<file path="config.mk">
export PLATFORM = sky130hd
export DESIGN_NAME = pipeline_hazard_ctrl
export DESIGN_NICKNAME = d
export VERILOG_FILES = /design/src/rtl/hazard_pkg.sv /design/src/rtl/hazard_fwd_unit.sv /design/src/rtl/pipeline_hazard_ctrl.sv
export SDC_FILE = /design/constraint.sdc
export NUM_CORES = 1
export LEC_CHECK = 0
export ABC_AREA = 1
export BUFFER_PORTS_ARGS = -buffer_cell sky130_fd_sc_hd__buf_2
export CORE_MARGIN = 3
export CORE_UTILIZATION = 41
export DETAILED_ROUTE_END_ITERATION = 8
export PLACE_DENSITY_LB_ADDON = 0.12
export SLEW_MARGIN = 30
export SYNTH_ARGS = -nofsm -noshare
export SYNTH_HDL_FRONTEND = slang
export SYNTH_HIERARCHICAL = 1
export SYNTH_SLANG_ARGS = --single-unit
</file>
<file path="constraint.sdc">
create_clock -name clk -period 1.6 [get_ports clk]
set_input_delay 0.08 -clock clk [delete_from_list [all_inputs] [get_ports clk]]
set_output_delay 0.08 -clock clk [all_outputs]
set_load 0.1 [all_outputs]
</file>
<file path="src/rtl/hazard_pkg.sv">
// Shared types and constants for the pipeline hazard controller: FSM state
// encoding, forwarding-select codes and the register-match helper.
package hazard_pkg;

    typedef enum logic [1:0] {
        RUN      = 2'd0,
        MEM_WAIT = 2'd1,
        HALT     = 2'd2
    } hazState_t;

    localparam logic [1:0] FWD_RF  = 2'b00;
    localparam logic [1:0] FWD_WB  = 2'b01;
    localparam logic [1:0] FWD_MEM = 2'b10;

    // Register 0 is hard-wired to zero, so it never creates a dependency.
    function automatic logic regMatch(input logic [4:0] a, input logic [4:0] b);
        return (a != 5'd0) && (a == b);
    endfunction

endpackage

</file>
<file path="src/rtl/hazard_fwd_unit.sv">
// Combinational EX-operand forwarding select for one source register.
// The younger producer in EX/MEM takes precedence over MEM/WB.
module hazard_fwd_unit
    import hazard_pkg::*;
(
    input  logic [4:0] i_exSrc,
    input  logic [4:0] i_memRd,
    input  logic       i_memRegWrite,
    input  logic [4:0] i_wbRd,
    input  logic       i_wbRegWrite,
    output logic [1:0] o_fwdSel
);

    always_comb begin
        o_fwdSel = FWD_RF;
        if (i_memRegWrite && regMatch(i_memRd, i_exSrc)) begin
            o_fwdSel = FWD_MEM;
        end else if (i_wbRegWrite && regMatch(i_wbRd, i_exSrc)) begin
            o_fwdSel = FWD_WB;
        end
    end

endmodule

</file>
<file path="src/rtl/pipeline_hazard_ctrl.sv">
// Hazard/stall scheduler for the 5-stage pipeline: freeze, flush, load-use bubble,
// forwarding select and dmem-wait timeout. Perf counters built only with HAZ_PERF_CNT_EN.
module pipeline_hazard_ctrl
    import hazard_pkg::*;
#(
    parameter int MEM_TIMEOUT = 15,
    parameter int CNT_W       = 8,
    parameter int PERF_W      = 32
) (
    input  logic              clk,
    input  logic              reset,
    input  logic [4:0]        id_rs,
    input  logic [4:0]        id_rt,
    input  logic [4:0]        ex_rs,
    input  logic [4:0]        ex_rt,
    input  logic [4:0]        ex_rd,
    input  logic              ex_mem_read,
    input  logic [4:0]        mem_rd,
    input  logic              mem_reg_write,
    input  logic [4:0]        wb_rd,
    input  logic              wb_reg_write,
    input  logic              branch_taken,
    input  logic              dmem_req,
    input  logic              dmem_ready,
    output logic              pc_en,
    output logic              if_id_en,
    output logic              id_ex_en,
    output logic              ex_mem_en,
    output logic              mem_wb_en,
    output logic              if_id_flush,
    output logic              id_ex_flush,
    output logic [1:0]        fwd_a_sel,
    output logic [1:0]        fwd_b_sel,
    output logic              dmem_timeout,
    output logic [PERF_W-1:0] stall_cnt,
    output logic [PERF_W-1:0] flush_cnt,
    output logic [PERF_W-1:0] wait_cnt
);

    hazState_t        r_state;
    hazState_t        w_nextState;
    logic [CNT_W-1:0] r_waitCnt;
    logic [CNT_W-1:0] w_waitNext;
    logic [4:0]       w_en;
    logic             w_freeze;
    logic             w_loadUse;
    logic             w_timeoutHit;
    logic [1:0]       w_fwdA;
    logic [1:0]       w_fwdB;

    assign w_freeze     = dmem_req && !dmem_ready;
    assign w_loadUse    = ex_mem_read && (regMatch(ex_rd, id_rs) || regMatch(ex_rd, id_rt));
    assign w_waitNext   = (r_state == RUN) ? CNT_W'(1) : r_waitCnt + CNT_W'(1);
    assign w_timeoutHit = (w_waitNext >= CNT_W'(MEM_TIMEOUT));

    always_ff @(posedge clk) begin
        if (!reset) begin
            r_state <= RUN;
        end else begin
            r_state <= w_nextState;
        end
    end

    always_comb begin
        w_nextState = r_state;
        case (r_state)
            RUN: begin
                if (w_freeze) begin
                    w_nextState = w_timeoutHit ? HALT : MEM_WAIT;
                end
            end
            MEM_WAIT: begin
                if (dmem_ready) begin
                    w_nextState = RUN;
                end else if (w_timeoutHit) begin
                    w_nextState = HALT;
                end
            end
            HALT:    w_nextState = HALT;
            default: w_nextState = RUN;
        endcase
    end

    // Enable vector order: PC, IF/ID, ID/EX, EX/MEM, MEM/WB.
    always_comb begin
        w_en        = 5'b00000;
        if_id_flush = 1'b0;
        id_ex_flush = 1'b0;
        if (reset) begin
            case (r_state)
                RUN: begin
                    if (!w_freeze) begin
                        w_en = 5'b11111;
                        if (branch_taken) begin
                            if_id_flush = 1'b1;
                            id_ex_flush = 1'b1;
                        end else if (w_loadUse) begin
                            w_en        = 5'b00111;
                            id_ex_flush = 1'b1;
                        end
                    end
                end
                MEM_WAIT: begin
                    if (dmem_ready) begin
                        w_en = 5'b11111;
                    end
                end
                default: w_en = 5'b00000;
            endcase
        end
    end

    assign {pc_en, if_id_en, id_ex_en, ex_mem_en, mem_wb_en} = w_en;
    assign dmem_timeout = reset && (r_state == HALT);

    always_ff @(posedge clk) begin
        if (!reset) begin
            r_waitCnt <= '0;
        end else if (w_nextState == MEM_WAIT) begin
            r_waitCnt <= w_waitNext;
        end else begin
            r_waitCnt <= '0;
        end
    end

    hazard_fwd_unit u_fwdA (
        .i_exSrc       (ex_rs),
        .i_memRd       (mem_rd),
        .i_memRegWrite (mem_reg_write),
        .i_wbRd        (wb_rd),
        .i_wbRegWrite  (wb_reg_write),
        .o_fwdSel      (w_fwdA)
    );

    hazard_fwd_unit u_fwdB (
        .i_exSrc       (ex_rt),
        .i_memRd       (mem_rd),
        .i_memRegWrite (mem_reg_write),
        .i_wbRd        (wb_rd),
        .i_wbRegWrite  (wb_reg_write),
        .o_fwdSel      (w_fwdB)
    );

    assign fwd_a_sel = reset ? w_fwdA : FWD_RF;
    assign fwd_b_sel = reset ? w_fwdB : FWD_RF;

`ifdef HAZ_PERF_CNT_EN
    logic [PERF_W-1:0] r_stallCnt;
    logic [PERF_W-1:0] r_flushCnt;
    logic [PERF_W-1:0] r_waitPerf;
    logic              w_stallEv;
    logic              w_flushEv;
    logic              w_waitEv;

    assign w_stallEv = (r_state == RUN) && !w_freeze && !branch_taken && w_loadUse;
    assign w_flushEv = (r_state == RUN) && !w_freeze && branch_taken;
    assign w_waitEv  = ((r_state == RUN) && w_freeze) || ((r_state == MEM_WAIT) && !dmem_ready);

    // Counters saturate rather than wrap so long runs stay meaningful.
    always_ff @(posedge clk) begin
        if (!reset) begin
            r_stallCnt <= '0;
            r_flushCnt <= '0;
            r_waitPerf <= '0;
        end else begin
            if (w_stallEv && !(&r_stallCnt)) r_stallCnt <= r_stallCnt + 1'b1;
            if (w_flushEv && !(&r_flushCnt)) r_flushCnt <= r_flushCnt + 1'b1;
            if (w_waitEv  && !(&r_waitPerf)) r_waitPerf <= r_waitPerf + 1'b1;
        end
    end

    assign stall_cnt = r_stallCnt;
    assign flush_cnt = r_flushCnt;
    assign wait_cnt  = r_waitPerf;
`else
    assign stall_cnt = '0;
    assign flush_cnt = '0;
    assign wait_cnt  = '0;
`endif

endmodule
</file>
==> flow_metrics.tcl, run 1 <==
set metrics [dict create \
    status "finished, final reports clean" \
    end_kind "output pin" \
    routed-via-count 1767 \
    cts_tree "built" \
    slowest_stage "dfxtp_2" \
    core_area_mm2 0.00447 \
    startpoint_type "register" \
    place_inst 445 \
    cts_root_buf "clkbuf_8" \
    max_stage_delay_ns 0.33 \
    ys_ff_latch 10 \
    ant_nets 0 \
    grt_pass1_vias 1381 \
    overflow 0 \
    hp-class "in2reg" \
    maxCapViolations 0 \
    fin_crit_sh_pct 96.5 \
    drc 0 \
    crit-reg2reg-launch "r_waitCnt[0]$_SDFF_PN0_" \
    nets 450 \
    met3_usage_pct 1.47 \
    reg2reg_to "r_waitCnt[1]$_SDFF_PN0_" \
    antenna_cells 0 \
    die_h_um 74.9 \
    cp-startpoint "r_state[1]$_SDFF_PN0_" \
    max_freq_mhz 648 \
    synth_top_cells_by_count "buf_4, nand2_1, inv_1, nor2_1, nand3_1" \
    p_leak_uw 0.00139 \
    vdd_drop_max_mv 0.590 \
    io_buffers 54 \
    yosys-top-cells-area "buf_4, nand2_1, dfxtp_1" \
    p_per_area_mw_per_mm2 949 \
    finalWorstPathRequiredPeriod_ns 1.54 \
    r2r_setup_slack_ns 0.21 \
    via_per_inst 3.88 \
    path_max_fanout 3 \
    die-area_mm2 0.00560 \
    wire_per_inst_um 8.55 \
    cts_buffers 3 \
    cp_common_cell "inv_4" \
    use_met1_pct 14.7 \
    ios 151 \
    synthesis.area_mm2 0.00194 \
    multi_input_area_mm2 0.00122 \
    syn2layout_area_growth_pct 15.1 \
    cts_hold_buf 0 \
    drt_iter0_drc 49 \
    avgSynthCellArea_um2 5.74 \
    total_power_uw 2120 \
    placed_area_mm2 0.00211 \
    cts.sink_count 10 \
    critPathRequiredTime_ns 1.52 \
    std_cell_rows 24 \
    synthCells 339 \
    register_area_um2 205 \
    grt_usage_pct 12.5 \
    gp_congestion 0.861 \
    cts_buffer_depth 2 \
    dieWidth_um 74.9 \
    top_usage_layer "met2" \
    drt_pre_antenna_iters 4 \
    final_hold_viol_count 0 \
    htree_levels 1 \
    crit_path_cell_trace "inv_4 -> nand2_8 -> inv_4 -> o211ai_1 -> buf_4 -> a21oi_4 -> buf_12" \
    grt_max_degree 8 \
    global_route.usage.met2_pct 23.0 \
    ys_warn_count 6 \
    worstSetupPathType "reg2out" \
    n_fill_cell 497 \
    worstPathArrival_ns 1.46 \
    yosysMostFrequentCell "buf_4" \
    finalClockSkew_ns 0.00293 \
    postSynth.asyncResetShare_pct 0 \
    synth_ff_type "dfxtp_1" \
    slew_viol_final 0 \
    final_cell_count_no_fill 456 \
    clock_latency_ns 0.23 \
    start_util_pct 43.5 \
    hold_slack_ns 0.155 \
    drive_gt1_share_pct 21.3 \
    final_cell_area_mm2 0.00224 \
    drt_wl_total_mm 3.90 \
    synth_seq_area_share_pct 10.3 \
    crit_end "id_ex_flush" \
    synth_top_area_share_pct 38.2 \
    setup_violations 0 \
    grt_pass1_wl_mm 5.60 \
    synth_cell_types 25 \
    grt_antenna_before_repair 0 \
    ff2ff_path_depth 9 \
    synth-edff-count 0 \
    synth_largest_area_cell "buf_4" \
    dp_hpwl_mm 3.44 \
    clk_pin_slew_ns 0.04 \
]
[final cells by class]
| class | count | share of cell area [%] |
|---|---|---|
| multi-input cells | 276 | 54.6 |
| repair buffers | 62 | 22.1 |
| inverters | 53 | 9.39 |
| flip-flops and latches | 10 | 9.17 |
| well taps | 52 | 2.91 |
| clock buffers | 3 | 1.84 |
[critical path, delay by kind of cell, from the launching register on]
family,cells,cell delay [ns]
buffers and inverters,4,0.54
AOI/OAI and AO/OA,2,0.30
and+or+nand+nor,1,0.06
DFF,1,0.33
[report_power, final]
part	switching [µW]	leakage (µW)	internal, µW
Combinational	1360	0.00128	238
Sequential	11.2	0.0000836	263
Clock	86.9	0.0000216	164
Total	1460	0.00139	665
[stage by stage]
step / setup slack [ns] / utilization [%] / setup TNS (ns)
4_1_cts: 0.0103 / 48.3 / 0
3_3_place_gp: 0.190 / 47.1 / 0
3_5_place_dp: 0.151 / 47.1 / 0
6_report: 0.0564 / 50.0 / 0
5_1_grt: -0.00953 / 50.0 / -0.00953
2_1_floorplan: -0.411 / - / -0.909
[state kept, by name (all words and copies together), names as in the netlist]
name / flops
r_state: 2
r_waitCnt: 8
[cell usage in the layout, fill, tap and decap left out, drive strengths merged]
master    synthesis  final
o211ai            1      1
ha                1      1
nand3            17     17
buf              99     62
clkinvlp          0      1
o21ai             3      3
nor2             49     49
conb              1    100
nor3              1      1
nand4             1      1
inv              52     51
xor2              4      4
dfxtp            10     10
o22ai             2      2
a21oi             4      4
nand2            88     88
clkbuf            0      3
clkinv            1      1
xnor2             2      2
nor4              1      1
o21bai            2      2
[cells by family (layout without fill, tap and decap cells)]
kind of cell,Yosys count,in the layout,synth area share [%]
and+or+nand+nor,157,157,34.1
buffers and inverters,152,118,48.5
AOI/OAI and AO/OA,12,12,3.60
DFF,10,10,10.3
xor gates and xnor gates,6,6,2.70
adders and majority gates,1,1,0.643
other,1,100,0.193
[per-layer routing]
layer | share of wire (%) | routed length, µm
met1 | 37 | 1450
met5 | 0 | 0
met4 | 0.87 | 34
met3 | 10 | 406
met2 | 52 | 2010
[worst min path at each step]
stage,startpoint,end,slack [ns],cells after the start
floorplan,dmem_ready,r_state[1]$_SDFF_PN0_,0.25,3
global placement,dmem_ready,r_state[1]$_SDFF_PN0_,0.40,4
detailed placement,dmem_ready,r_state[1]$_SDFF_PN0_,0.40,4
CTS,dmem_ready,r_state[1]$_SDFF_PN0_,0.16,4
global route,dmem_ready,r_state[1]$_SDFF_PN0_,0.18,4
finish,dmem_ready,r_state[1]$_SDFF_PN0_,0.15,4
[timing repair]
action                                  CTS  global route
resized for setup                         0             7
pin swaps                                 1             2
endpoints found under the setup margin    2             7
endpoints found under the hold margin     0             0
setup buffers                             2             6
No activity file was read; power rests on OpenSTA's default activity.
==> inputs of run 2 (changes only) <==
--- a/config.mk
+++ b/config.mk
@@ -10,7 +10,8 @@
 export CORE_MARGIN = 3
 export CORE_UTILIZATION = 41
 export DETAILED_ROUTE_END_ITERATION = 8
-export PLACE_DENSITY_LB_ADDON = 0.12
+export HOLD_SLACK_MARGIN = 0.03
+export PLACE_DENSITY = 0.94
 export SLEW_MARGIN = 30
 export SYNTH_ARGS = -nofsm -noshare
 export SYNTH_HDL_FRONTEND = slang
==> flow_metrics.tcl, run 2 (same netlist as run 1, synthesis figures left out) <==
set metrics [dict create \
    top_usage_layer "met2" \
    wire_per_inst_um 9.58 \
    cts_buffers 3 \
    status "finished, final reports clean" \
    maxCapViolations 0 \
    path_max_fanout 3 \
    final_hold_viol_count 0 \
    nets 449 \
    clk_pin_slew_ns 0.04 \
    start_util_pct 43.5 \
    critPathRequiredTime_ns 1.52 \
    via_per_inst 4.15 \
    final_cell_mix "conb_1, nand2_1, inv_1" \
    grt_usage_pct 13.2 \
    die_h_um 74.9 \
    dieWidth_um 74.9 \
    finalClockSkew_ns 0.00406 \
    ff2ff_path_depth 8 \
    finalWorstPathRequiredPeriod_ns 1.52 \
    gp_congestion 0.878 \
    p_leak_uw 0.00138 \
    overflow 0 \
    p_per_area_mw_per_mm2 963 \
    rsz0062_at_grt "no" \
    drc 0 \
    max_freq_mhz 657 \
    hp-class "in2reg" \
    routed-via-count 1890 \
    setup_violations 0 \
    clock_latency_ns 0.23 \
    largest-register "r_waitCnt" \
    end_kind "output pin" \
    whs_path_depth 4 \
    met3_usage_pct 2.80 \
    antenna_cells 0 \
    grt_pass1_vias 1493 \
    startpoint_type "register" \
    cts_tree "built" \
    die-area_mm2 0.00560 \
    n_fill_cell 442 \
    use_met1_pct 14.4 \
    grt_max_degree 8 \
    largest_registers "r_waitCnt x8, r_state x2" \
    std_cell_rows 24 \
    worstPathArrival_ns 1.44 \
    core_area_mm2 0.00447 \
    layout_commonest_cell "conb_1" \
    cts_root_buf "clkbuf_8" \
    slew_viol_final 0 \
    vdd_drop_max_mv 0.437 \
    syn2layout_area_growth_pct 13.1 \
    grt_antenna_before_repair 0 \
    htree_levels 1 \
    grt_pass1_wl_mm 5.91 \
    worstSetupPathType "reg2out" \
    drt_iter0_drc 94 \
    drive_gt1_share_pct 21.1 \
    ant_nets 0 \
    fin_crit_sh_pct 95.1 \
    io_buffers 54 \
    dp_hpwl_mm 3.77 \
    global_route.usage.met2_pct 25.0 \
    ios 151 \
    cts_buffer_depth 2 \
    drt_wl_total_mm 4.36 \
    total_power_uw 2120 \
    final_util_pct 49.2 \
    cts.sink_count 10 \
    drt_pre_antenna_iters 4 \
    largest_reg_flops 8 \
]
[run 2: timing repair]
item / 4_1_cts / 5_1_grt
pin swaps: 0 / 2
gates resized for setup: 0 / 4
endpoints found under the hold margin: 0 / 0
setup endpoints to repair: 2 / 4
buffers inserted: 1 / 6
hold buffers: 0 / 0
[run 2: layout make-up]
class,instances,area [µm²],share of cell area (%)
inverter,53,208,9.44
timing repair buffer,61,473,21.5
tap,52,65.1,2.96
sequential,10,205,9.33
multi-input combinational,276,1210,54.9
clock buffer,3,41.3,1.88
[run 2: layer usage]
metal  wire [µm]  up-vias
met4          57        0
met3         448        9
met5           0        -
met2        2310      124
li1            -      930
met1        1540      827
[run 2: final timing paths]
kind,start,end,slack (ns)
max,r_state[1]$_SDFF_PN0_,id_ex_flush,0.08
min,dmem_ready,r_state[1]$_SDFF_PN0_,0.19
max reg2reg,r_waitCnt[0]$_SDFF_PN0_,r_waitCnt[2]$_SDFF_PN0_,0.20
min reg2reg,r_state[1]$_SDFF_PN0_,r_state[1]$_SDFF_PN0_,0.56
[run 2: power by group]
part           internal (µW)  switching [µW]
Clock                    163            85.4
Combinational            228            1370
Sequential               263            13.1
Total                    655            1460
[run 2: critical path, stage by stage (launching register included)]
cell and delay [ns]:
dfxtp_2 0.32, inv_2 0.09, nand2_4 0.07, inv_4 0.06, o211ai_1 0.16, buf_4 0.20, a21oi_4 0.13, buf_12 0.19
[run 2: metrics by stage]
step | cells | setup TNS [ns] | setup slack, ns | area, µm² | hold slack (ns)
after floorplan | 438 | -0.909 | -0.411 | 2360 | 0.245
after global placement | 445 | 0 | 0.229 | 2090 | 0.393
after detailed placement | 445 | 0 | 0.169 | 2090 | 0.426
after CTS | 449 | 0 | 0.00656 | 2140 | 0.179
after global routing | 455 | 0 | 0.00985 | 2200 | 0.197
final | 455 | 0 | 0.0783 | 2200 | 0.193
